[src/rtl/clk_div_multi.sv]
// rtl/clk_div_multi.sv - multi-channel programmable divided-clock / tick generator
// New period/duty values are staged in a shadow copy and applied only at a period boundary or sync.
module clk_div_multi #(
    parameter int CHANNELS   = 2,
    parameter int CNT_W      = 8,
    parameter int DEF_PERIOD = 6,
    parameter int DEF_DUTY   = 3,
    parameter int CH_W       = (CHANNELS > 1) ? $clog2(CHANNELS) : 1
) (
    input  logic                clk,
    input  logic                reset,
    input  logic [CHANNELS-1:0] en,
    input  logic                sync,
    input  logic                cfg_valid,
    output logic                cfg_ready,
    input  logic [CH_W-1:0]     cfg_chan,
    input  logic [CNT_W-1:0]    cfg_period,
    input  logic [CNT_W-1:0]    cfg_duty,
    output logic                cfg_err,
    output logic [CHANNELS-1:0] clk_div,
    output logic [CHANNELS-1:0] tick
);

    logic [31:0]         chan_ext;
    logic                cfg_ok;
    logic                cfg_fire;
    logic [CHANNELS-1:0] pending_vec;

    assign chan_ext = 32'(cfg_chan);
    assign cfg_ok   = (chan_ext < 32'(CHANNELS)) && (cfg_period >= CNT_W'(2)) &&
                      (cfg_duty != '0) && (cfg_duty < cfg_period);
    assign cfg_fire = cfg_valid && cfg_ready;

    // Out-of-range channels are always ready so the bad request can be flagged.
    always_comb begin
        cfg_ready = 1'b1;
        for (int i = 0; i < CHANNELS; i++) begin
            if (chan_ext == 32'(i)) begin
                cfg_ready = !pending_vec[i];
            end
        end
    end

    always_ff @(posedge clk) begin
        if (reset) begin
            cfg_err <= 1'b0;
        end else begin
            cfg_err <= cfg_fire && !cfg_ok;
        end
    end

    for (genvar g = 0; g < CHANNELS; g++) begin : g_ch
        logic [CNT_W-1:0] cnt;
        logic [CNT_W-1:0] per;
        logic [CNT_W-1:0] duty;
        logic [CNT_W-1:0] sh_per;
        logic [CNT_W-1:0] sh_duty;
        logic [CNT_W-1:0] cnt_inc;
        logic             running;
        logic             pending;
        logic             div_q;
        logic             tick_q;
        logic             hit;
        logic             boundary;

        assign hit      = cfg_fire && cfg_ok && (chan_ext == 32'(g));
        assign boundary = (cnt == per - CNT_W'(1));
        assign cnt_inc  = cnt + CNT_W'(1);

        always_ff @(posedge clk) begin
            if (reset) begin
                cnt     <= '0;
                running <= 1'b0;
                pending <= 1'b0;
                div_q   <= 1'b0;
                tick_q  <= 1'b0;
                per     <= CNT_W'(DEF_PERIOD);
                duty    <= CNT_W'(DEF_DUTY);
                sh_per  <= CNT_W'(DEF_PERIOD);
                sh_duty <= CNT_W'(DEF_DUTY);
            end else if (!running) begin
                // Stopped channels take new config directly, effective from a same-edge start.
                if (hit) begin
                    per  <= cfg_period;
                    duty <= cfg_duty;
                end
                cnt <= '0;
                if (en[g]) begin
                    running <= 1'b1;
                    div_q   <= 1'b1;
                    tick_q  <= 1'b1;
                end else begin
                    div_q  <= 1'b0;
                    tick_q <= 1'b0;
                end
            end else begin
                if (hit) begin
                    sh_per  <= cfg_period;
                    sh_duty <= cfg_duty;
                    pending <= 1'b1;
                end
                if (!en[g]) begin
                    running <= 1'b0;
                    cnt     <= '0;
                    div_q   <= 1'b0;
                    tick_q  <= 1'b0;
                end else if (sync || boundary) begin
                    // duty is never 0, so the first cycle of a period is always high.
                    cnt    <= '0;
                    div_q  <= 1'b1;
                    tick_q <= 1'b1;
                    if (pending) begin
                        per     <= sh_per;
                        duty    <= sh_duty;
                        pending <= 1'b0;
                    end
                end else begin
                    cnt    <= cnt_inc;
                    div_q  <= (cnt_inc < duty);
                    tick_q <= 1'b0;
                end
            end
        end

        assign clk_div[g]     = div_q;
        assign tick[g]        = tick_q;
        assign pending_vec[g] = pending;
    end

endmodule

[config.mk]
export PLATFORM = sky130hd
export DESIGN_NAME = clk_div_multi
export DESIGN_NICKNAME = d
export VERILOG_FILES = /design/src/rtl/clk_div_multi.sv
export SDC_FILE = /design/constraint.sdc
export NUM_CORES = 1
export LEC_CHECK = 0
export BUFFER_PORTS_ARGS = -buffer_cell sky130_fd_sc_hd__buf_2
export CORE_MARGIN = 4
export CORE_UTILIZATION = 59
export DETAILED_ROUTE_END_ITERATION = 8
export PLACE_DENSITY = 0.78
export REMOVE_ABC_BUFFERS = 1
export SLEW_MARGIN = 0
export SYNTH_ARGS = -nofsm -noshare
export SYNTH_HDL_FRONTEND = slang
export SYNTH_SLANG_ARGS = --single-unit
[constraint.sdc]
create_clock -name clk -period 4.9 [get_ports clk]
set_input_delay 0.245 -clock clk [delete_from_list [all_inputs] [get_ports clk]]
set_output_delay 0.245 -clock clk [all_outputs]
set_load 0.02 [all_outputs]
# --- Yosys cells after proc, flatten, opt, wreduce, memory -nomap -nowiden ---
# Cells that the tools add are included.
totals:
  reg_bits: 89
  in_bits: 23
  out_inout_bits: 6
  elab_cells: 107
classes:
  add_sub_neg: 4
  order_cmp: 5
  n_eq_ne: 8
  mux: 44
  bitwise: 4
  reduce_logical: 23
ops:
  columns: ["cell", "count"]
  rows:
  - ["two-way mux 8 bit", 20]
  - ["zero test 32 bit", 1]
  - ["less-than comparator 8 bit", 3]
  - ["two-way mux 1 bit", 24]
  - ["adder 8 x 1 -> 8 bit, second input constant", 2]
  - ["equality test 8 bit", 2]
  - ["subtractor 8 x 1 -> 8 bit, second input constant", 2]
  - [">= comparator 8 x 2 -> 1 bit, second input constant", 1]
  - ["logical AND 1 bit", 8]
  - ["!= test 2 x 1 -> 1 bit, second input constant", 4]
  - ["AND reduction 4 bit", 2]
  - ["nonzero test 8 bit", 1]
  - ["OR reduction 4 bit", 2]
  - ["!= test 2 bit, second input constant", 2]
  - ["NOT 1 bit", 4]
  - ["AND reduction 2 bit", 2]
  - ["nonzero test 2 bit", 2]
  - ["zero test 1 bit", 3]
  - ["logical OR 1 bit", 2]
  - ["less-than comparator 1 x 2 -> 1 bit, second input constant", 1]

# --- Depth between registers and ports, before layout ---
# Gate-level depths: netlist (run 1).
logic_depth:
  word_depth: 10
  depth_mapped: 13

# --- Worst setup path after synthesis (run 1) ---
# Ideal clock, no wire load.
synth_path:
  path_kind: "register to register"
  startpoint: "reg g_ch[0].per[0]"
  endpoint: "reg g_ch[0].per[4]"
  t_arrival_ns: 2.583
  t_required_ns: 4.813
  setup_slack_ns: 2.231
  path_stages_with_launch: 14
  n_path_buf: 4
  cell_sequence: "dfxtp_1 > clkbuf_1 > inv_1 > ha_1 > clkbuf_1 > o21ba_2 > a211o_1 > o31a_1 > nor2_1 > and3_1 > clkbuf_1 > buf_2 > nor3_1 > a211oi_1"
synth_via:
  elab_chain_cells: 5
synth_lines:
  columns: ["item", "line_no", "text"]
  rows:
  - ["from (decl)", "54", "logic [CNT_W-1:0] per;"]
  - ["from (signal assigned)", "77", "per <= CNT_W'(DEF_PERIOD);"]
  - ["from (signal assigned)", "84", "per <= cfg_period;"]
  - ["from (signal assigned)", "113", "per <= sh_per;"]
  - ["subtractor 8 x 1 -> 8 bit", "67", "assign boundary = (cnt == per - CNT_W'(1));"]
  - ["equality test 8 bit", "67", null]
  - ["logical OR 1 bit", "107", "end else if (sync || boundary) begin"]
  - ["!= test 2 x 1 -> 1 bit (no source line)", null, null]
  - ["AND reduction 4 bit (no source line)", null, null]
# Every way passes these cells.
# A chain may end at the register's enable or synchronous reset.

# --- Final worst setup path (run 1) ---
layout_path:
  startpoint: "reg g_ch[1].per[0]"
  endpoint: "reg g_ch[1].per[2]"
layout_via:
  elab_chain_cells: 5
layout_lines:
  columns: ["item", "line_no"]
  rows:
  - ["from (decl)", "54"]
  - ["from (signal assigned)", "77"]
  - ["from (signal assigned)", "84"]
  - ["from (signal assigned)", "113"]
  - ["subtractor 8 x 1 -> 8 bit", "67"]
  - ["equality test 8 bit", "67"]
  - ["logical OR 1 bit", "107"]
  - ["!= test 2 x 1 -> 1 bit (no source line)", null]
  - ["AND reduction 4 bit (no source line)", null]
# Every way passes these cells.

==> impl_metrics.ini, run 1 <==
[status]
status = finished, final reports clean

[timing]
finalHoldViolations = 0
fmax_mhz = 312
rsz0062_at_grt = no
worst_pin_slew_ps = 1150
slew_violations = 0
post-route-min-period_ps = 3210
setup-violations-final = 0
period_share_pct = 65.4
finalSetupTns_ps = 0
skew_ps = 12.9
relSlewSlack_pct = 23.1

[clock_tree]
cts_buffer_depth = 2
ctsHoldBuffers = 0
cts_resized = 0
cts.sinks = 89
cts_tree = done
root_buffer = clkbuf_8
post_cts_buffers = 0
clk_pin_slew_ps = 100
cts_max_level = 3
clk_latency_ps = 360
cts_made_buffers = 9

[logic_synthesis]
ys_warn_count = 0
ys_seq_elements = 89
yosysSeqAreaShare_pct = 37.2
yosys_most_used_dff = dfxtp_1
syn-mean-instance-area_sq_um = 9.17
ys_types = 56
async_reset_ff_share_pct = 0
synth_area_sq_um = 4790
synthCells = 522
synth-edff-count = 0

[floorplan]
ios = 29
fp.dieH_microns = 98.1
start_util_pct = 61.3
die-width_microns = 98.1
die_area_sq_um = 9620
row_count = 32
core_sq_um = 7810

[placed_design]
dp_hpwl_microns = 7640
placed_cell_area_sq_um = 4880
port_buffers = 28
gp_congestion = 0.833

[route]
vias = 3789
ant_nets = 0
detail_route.first_pass.iterations = 4
drc = 0
wire_per_inst_microns = 16.9
viasPerCell = 5.99
dr.first_iter.drc_count = 218
routed_wl_microns = 10700

[global_route]
grt.met1_usage_pct = 33.7
use_met3_pct = 3.43
overflow = 0
grt_pass1_vias = 3665
grt_max_degree = 50
top_usage_layer = met1
track_usage_pct = 22.8
grt_util_met2_pct = 33.6
grt_pass1_wl_microns = 18000
antenna_found_initial = 0

[cells_and_area]
stdcell_area_sq_um = 5120
fill_cells = 632
drive_gt1_share_pct = 11.5
syn_to_final_growth_pct = 7.06
nets = 575
insertedDiodeCount = 0

[critical_path]
worstPathRequired_ps = 5180
cpPeakStageDelay_ps = 690
cp.arrival_ps = 3490
cp-end-kind = register
slowest_stage = or2_1
critPathMaxFanout = 16
critPathKind = register to register
cp-start-kind = register
worstPathCellList = or4_4 > a2111oi_4 > nor2_2 > a2111oi_2 > o2111a_2 > or2_1 > mux2i_1

[power]
ir_worst_vdd_uv = 159
p_leak_nw = 1.98
powerDensity_nw_per_um2 = 306

[run]
timing.max_cap.violations = 0

[hold_path]
hold_path.class = input port to register
[critical path, delay by kind of cell (launching register included)]
kind / cells / cell delay (ps)
flip-flops: 1 / 360
AND/OR/NAND/NOR: 3 / 1350
AO/OA/AOI/OAI: 3 / 1120
multiplexers: 1 / 290
[metal layers]
layer	vias up	routed length, microns
met5	-	0
met4	0	150
met3	17	740
met2	116	4700
met1	1802	5120
li1	1854	-
[state kept, by name, summed over array words and instances, names as in the netlist]
register / count
g_ch.duty: 16
g_ch.running: 2
g_ch.sh_per: 16
g_ch.pending: 2
g_ch.sh_duty: 16
g_ch.per: 16
cfg_err: 1
g_ch.cnt: 16
g_ch.tick_q: 2
g_ch.div_q: 2
[final cells by class]
| cell class | count | area [sq um] | share of cell area, % |
|---|---|---|---|
| Clock buffer | 9 | 124 | 2.42 |
| Inverter | 27 | 101 | 1.98 |
| Tap cell | 102 | 128 | 2.49 |
| Multi-Input combinational cell | 370 | 2720 | 53.1 |
| Clock inverter | 6 | 115 | 2.25 |
| Sequential cell | 89 | 1780 | 34.8 |
| Timing Repair Buffer | 30 | 155 | 3.03 |
[worst paths after layout]
check | end | slack [ps] | cells past startpoint | from
setup / recovery | g_ch[1].per[2] | 1690 | 7 | g_ch[1].per[0]
setup reg to reg | g_ch[1].per[2] | 1690 | 7 | g_ch[1].per[0]
hold reg to reg | g_ch[0].sh_per[0] | 500 | 2 | g_ch[0].sh_per[0]
hold / removal | g_ch[1].sh_per[2] | 160 | 2 | cfg_period[2]
[cells in the mapped netlist (all sizes together), types with 4 or more instances]
| cell type | instances | share of area [%] |
|---|---|---|
| and3 | 13 | 1.7 |
| ha | 25 | 6.5 |
| inv | 26 | 2.0 |
| nor2 | 57 | 4.5 |
| xor2 | 13 | 2.4 |
| nand3 | 11 | 1.2 |
| buf | 12 | 2.0 |
| a21o | 4 | 0.63 |
| a211o | 9 | 1.6 |
| clkbuf | 24 | 1.9 |
| dfxtp | 89 | 37 |
| a211oi | 36 | 6.7 |
| a21oi | 8 | 0.84 |
| o21ai | 11 | 1.2 |
| nor3 | 31 | 3.2 |
| nand2 | 19 | 1.5 |
| nand2b | 6 | 0.78 |
| nor2b | 13 | 1.7 |
| xnor2 | 17 | 3.1 |
| mux2i | 56 | 12 |
| o21a | 4 | 0.63 |
[kinds of logic (layout without fill, tap and decap cells)]
kind of cell,count (synthesis),after routing,synth area share [%]
multiplexers,56,56,11.7
XOR/XNOR,30,30,5.49
flip-flops,89,89,37.2
buffers and inverters,63,72,5.96
AND/OR/NAND/NOR,167,167,17.3
AO/OA/AOI/OAI,92,92,15.8
adder cells (fa/ha/maj),25,25,6.54
[report_power, final]
| group | internal, mW | switching [mW] |
|---|---|---|
| sequential | 0.748 | 0.0249 |
| combinational | 0.0774 | 0.111 |
| clock | 0.340 | 0.266 |
| total | 1.17 | 0.401 |
[through the flow]
stage / power, mW / std cells / setup slack [ps] / utilization (%) / hold WS (ps)
final: 1.57 / 633 / 1690 / 65.6 / 161
after CTS: 1.57 / 633 / 1720 / 65.6 / 148
after detailed placement: 0.975 / 618 / 1760 / 62.6 / 482
after global routing: 1.62 / 633 / 1500 / 65.6 / 168
after floorplan: 0.906 / 486 / 2130 / - / 310
after global placement: 0.968 / 618 / 1890 / 62.6 / 473
[cell usage in the layout, fill, tap and decap left out, types with 3 or more instances in the layout]
| cell | n |
|---|---|
| nand2_1 | 19 |
| mux2i_1 | 56 |
| a21oi_1 | 8 |
| a211o_1 | 9 |
| and2_1 | 3 |
| and3_1 | 13 |
| nor3_1 | 31 |
| nor2_1 | 56 |
| xnor2_1 | 17 |
| clkbuf_8 | 9 |
| dfxtp_1 | 89 |
| a21o_1 | 4 |
| nand2b_1 | 6 |
| nand3_1 | 11 |
| a211oi_1 | 26 |
| nor2b_1 | 13 |
| o21ai_0 | 9 |
| a211oi_2 | 10 |
| bufinv_16 | 3 |
| o21a_1 | 4 |
| nor4_1 | 3 |
| inv_1 | 26 |
| buf_2 | 28 |
| xor2_1 | 13 |
| ha_1 | 25 |
Note: power is estimated with default switching activity, not from simulation.
==> inputs of run 2 (changes only) <==
CORE_UTILIZATION = 55   (was 59)
PLACE_DENSITY = 0.76   (was 0.78)
clock period = 2.6 ns   (was 4.9 ns; I/O delays follow)
==> impl_metrics.ini, run 2 (same netlist as run 1, synthesis figures left out) <==
[route]
wire_per_inst_microns = 16.3
ant_nets = 0
dr.first_iter.drc_count = 137
viasPerCell = 5.88
vias = 3847
detail_route.first_pass.iterations = 5
drc = 0
routed_wl_microns = 10600

[floorplan]
core_sq_um = 8340
row_count = 33
fp.dieH_microns = 101
die_area_sq_um = 10300
start_util_pct = 57.4
ios = 29
die-width_microns = 101

[critical_path]
cp-start-kind = register
cpPeakStageDelay_ps = 580
crit_path_start = g_ch[1].per[0]
worstPathRequired_ps = 2820
cp.arrival_ps = 2730
critPathKind = register to register
regToRegSetupSlack_ps = 90
worstPathCellList = or4_4 > a2111oi_4 > nor2_2 > a2111oi_4 > o2111a_2 > or2_4 > buf_6 > a211oi_1
reg2reg_depth = 8
cpMostUsedCell = a2111oi_4
worstReg2RegEnd = g_ch[1].duty[3]
critPathMaxFanout = 10
regToRegStartpoint = g_ch[1].per[0]
cp-end-kind = register
slowest_stage = or4_4

[placed_design]
gp_congestion = 0.871
dpl.cell_count = 638
pre_cts_ws_ps = -111
dp_hpwl_microns = 7790
port_buffers = 28

[cells_and_area]
final_util_pct = 63.5
nets = 592
regArea_sq_um = 1780
syn_to_final_growth_pct = 10.7
multi_input_area_sq_um = 2760
final_cells = 654
final_cell_mix = 87 x dfxtp_1, 56 x mux2i_1, 55 x nor2_1
insertedDiodeCount = 0
drive_gt1_share_pct = 16.0
final_common_cell = dfxtp_1
fill_cells = 722

[timing]
slew_violations = 0
rsz0062_at_grt = yes
hold_ws_ps = 46.0
worst_pin_slew_ps = 652
fin_ws_ps = 91.3
finalHoldViolations = 0
setup-violations-final = 0
period_share_pct = 96.5
relSlewSlack_pct = 56.4
post-route-min-period_ps = 2510
fmax_mhz = 399
skew_ps = 14.5

[clock_tree]
cts_max_level = 3
cts_made_buffers = 9
clk_pin_slew_ps = 100
root_buffer = clkbuf_8
cts.sinks = 89
clk_latency_ps = 360
cts_tree = done
post_cts_buffers = 0
cts_buffer_depth = 2

[hold_path]
hold_path_depth = 2
whs_endpoint = g_ch[1].sh_per[2]
hold_path.class = input port to register
hold_start = cfg_period[2]

[global_route]
track_usage_pct = 21.6
antenna_found_initial = 0
grt_pass1_wl_microns = 17900
overflow = 0
grt_max_degree = 44
grt_pass1_vias = 3715

[power]
ir_worst_vdd_uv = 376
powerDensity_nw_per_um2 = 533
total_power_mw = 2.82
p_leak_nw = 2.07

[run]
timing.max_cap.violations = 0

[status]
status = finished, final reports clean
## run 2: stage by stage
stage               TNS, ps  area (sq um)
floorplan             -2500          4600
global route           -593          5300
detailed placement     -128          5040
CTS                       0          5250
global placement          0          5040
finish                    0          5300
## run 2: what timing repair did
| item | CTS | global route |
|---|---|---|
| endpoints found under the hold margin | 0 | 0 |
| hold buffers | 0 | 0 |
| gates resized for setup | 3 | 10 |
| pin swaps | 0 | 1 |
| endpoints found under the setup margin | 5 | 26 |
## run 2: worst max path at each step
stage                     slack [ps]         endpoint
final                             90  g_ch[1].duty[3]
after global routing            -100  g_ch[0].duty[3]
after CTS                         30  g_ch[1].duty[2]
after detailed placement        -110    g_ch[0].div_q
after global placement            40    g_ch[0].div_q
after floorplan                 -170  g_ch[1].duty[0]
## run 2: routing by layer
metal | GRT usage [%] | up-vias | part of all wire (%)
li1 | - | 1893 | -
met1 | 31.0 | 1833 | 49
met2 | 32.3 | 101 | 44
met3 | 3.86 | 20 | 5.0
met4 | 8.08 | 0 | 2.0
met5 | 0 | - | 0
## run 2: layout make-up
| type | instances | share of cell area, % |
|---|---|---|
| clock buffer | 10 | 2.60 |
| clock inverter | 6 | 1.23 |
| inverter | 27 | 1.91 |
| multi-input combinational | 370 | 52.1 |
| sequential | 89 | 33.7 |
| tap | 105 | 2.48 |
| timing repair buffer | 47 | 6.02 |
## run 2: worst max-delay path, delay by kind of cell (launching register included)
kind	cells	cell delay, ps
and+or+nand+nor	3	830
buffers and inverters	1	160
DFF	1	360
AOI/OAI and AO/OA	4	1020
## run 2: power breakdown
group / internal [mW] / total [mW] / switching (mW)
clock network: 0.475 / 0.984 / 0.510
registers: 1.41 / 1.45 / 0.0366
logic: 0.167 / 0.392 / 0.225
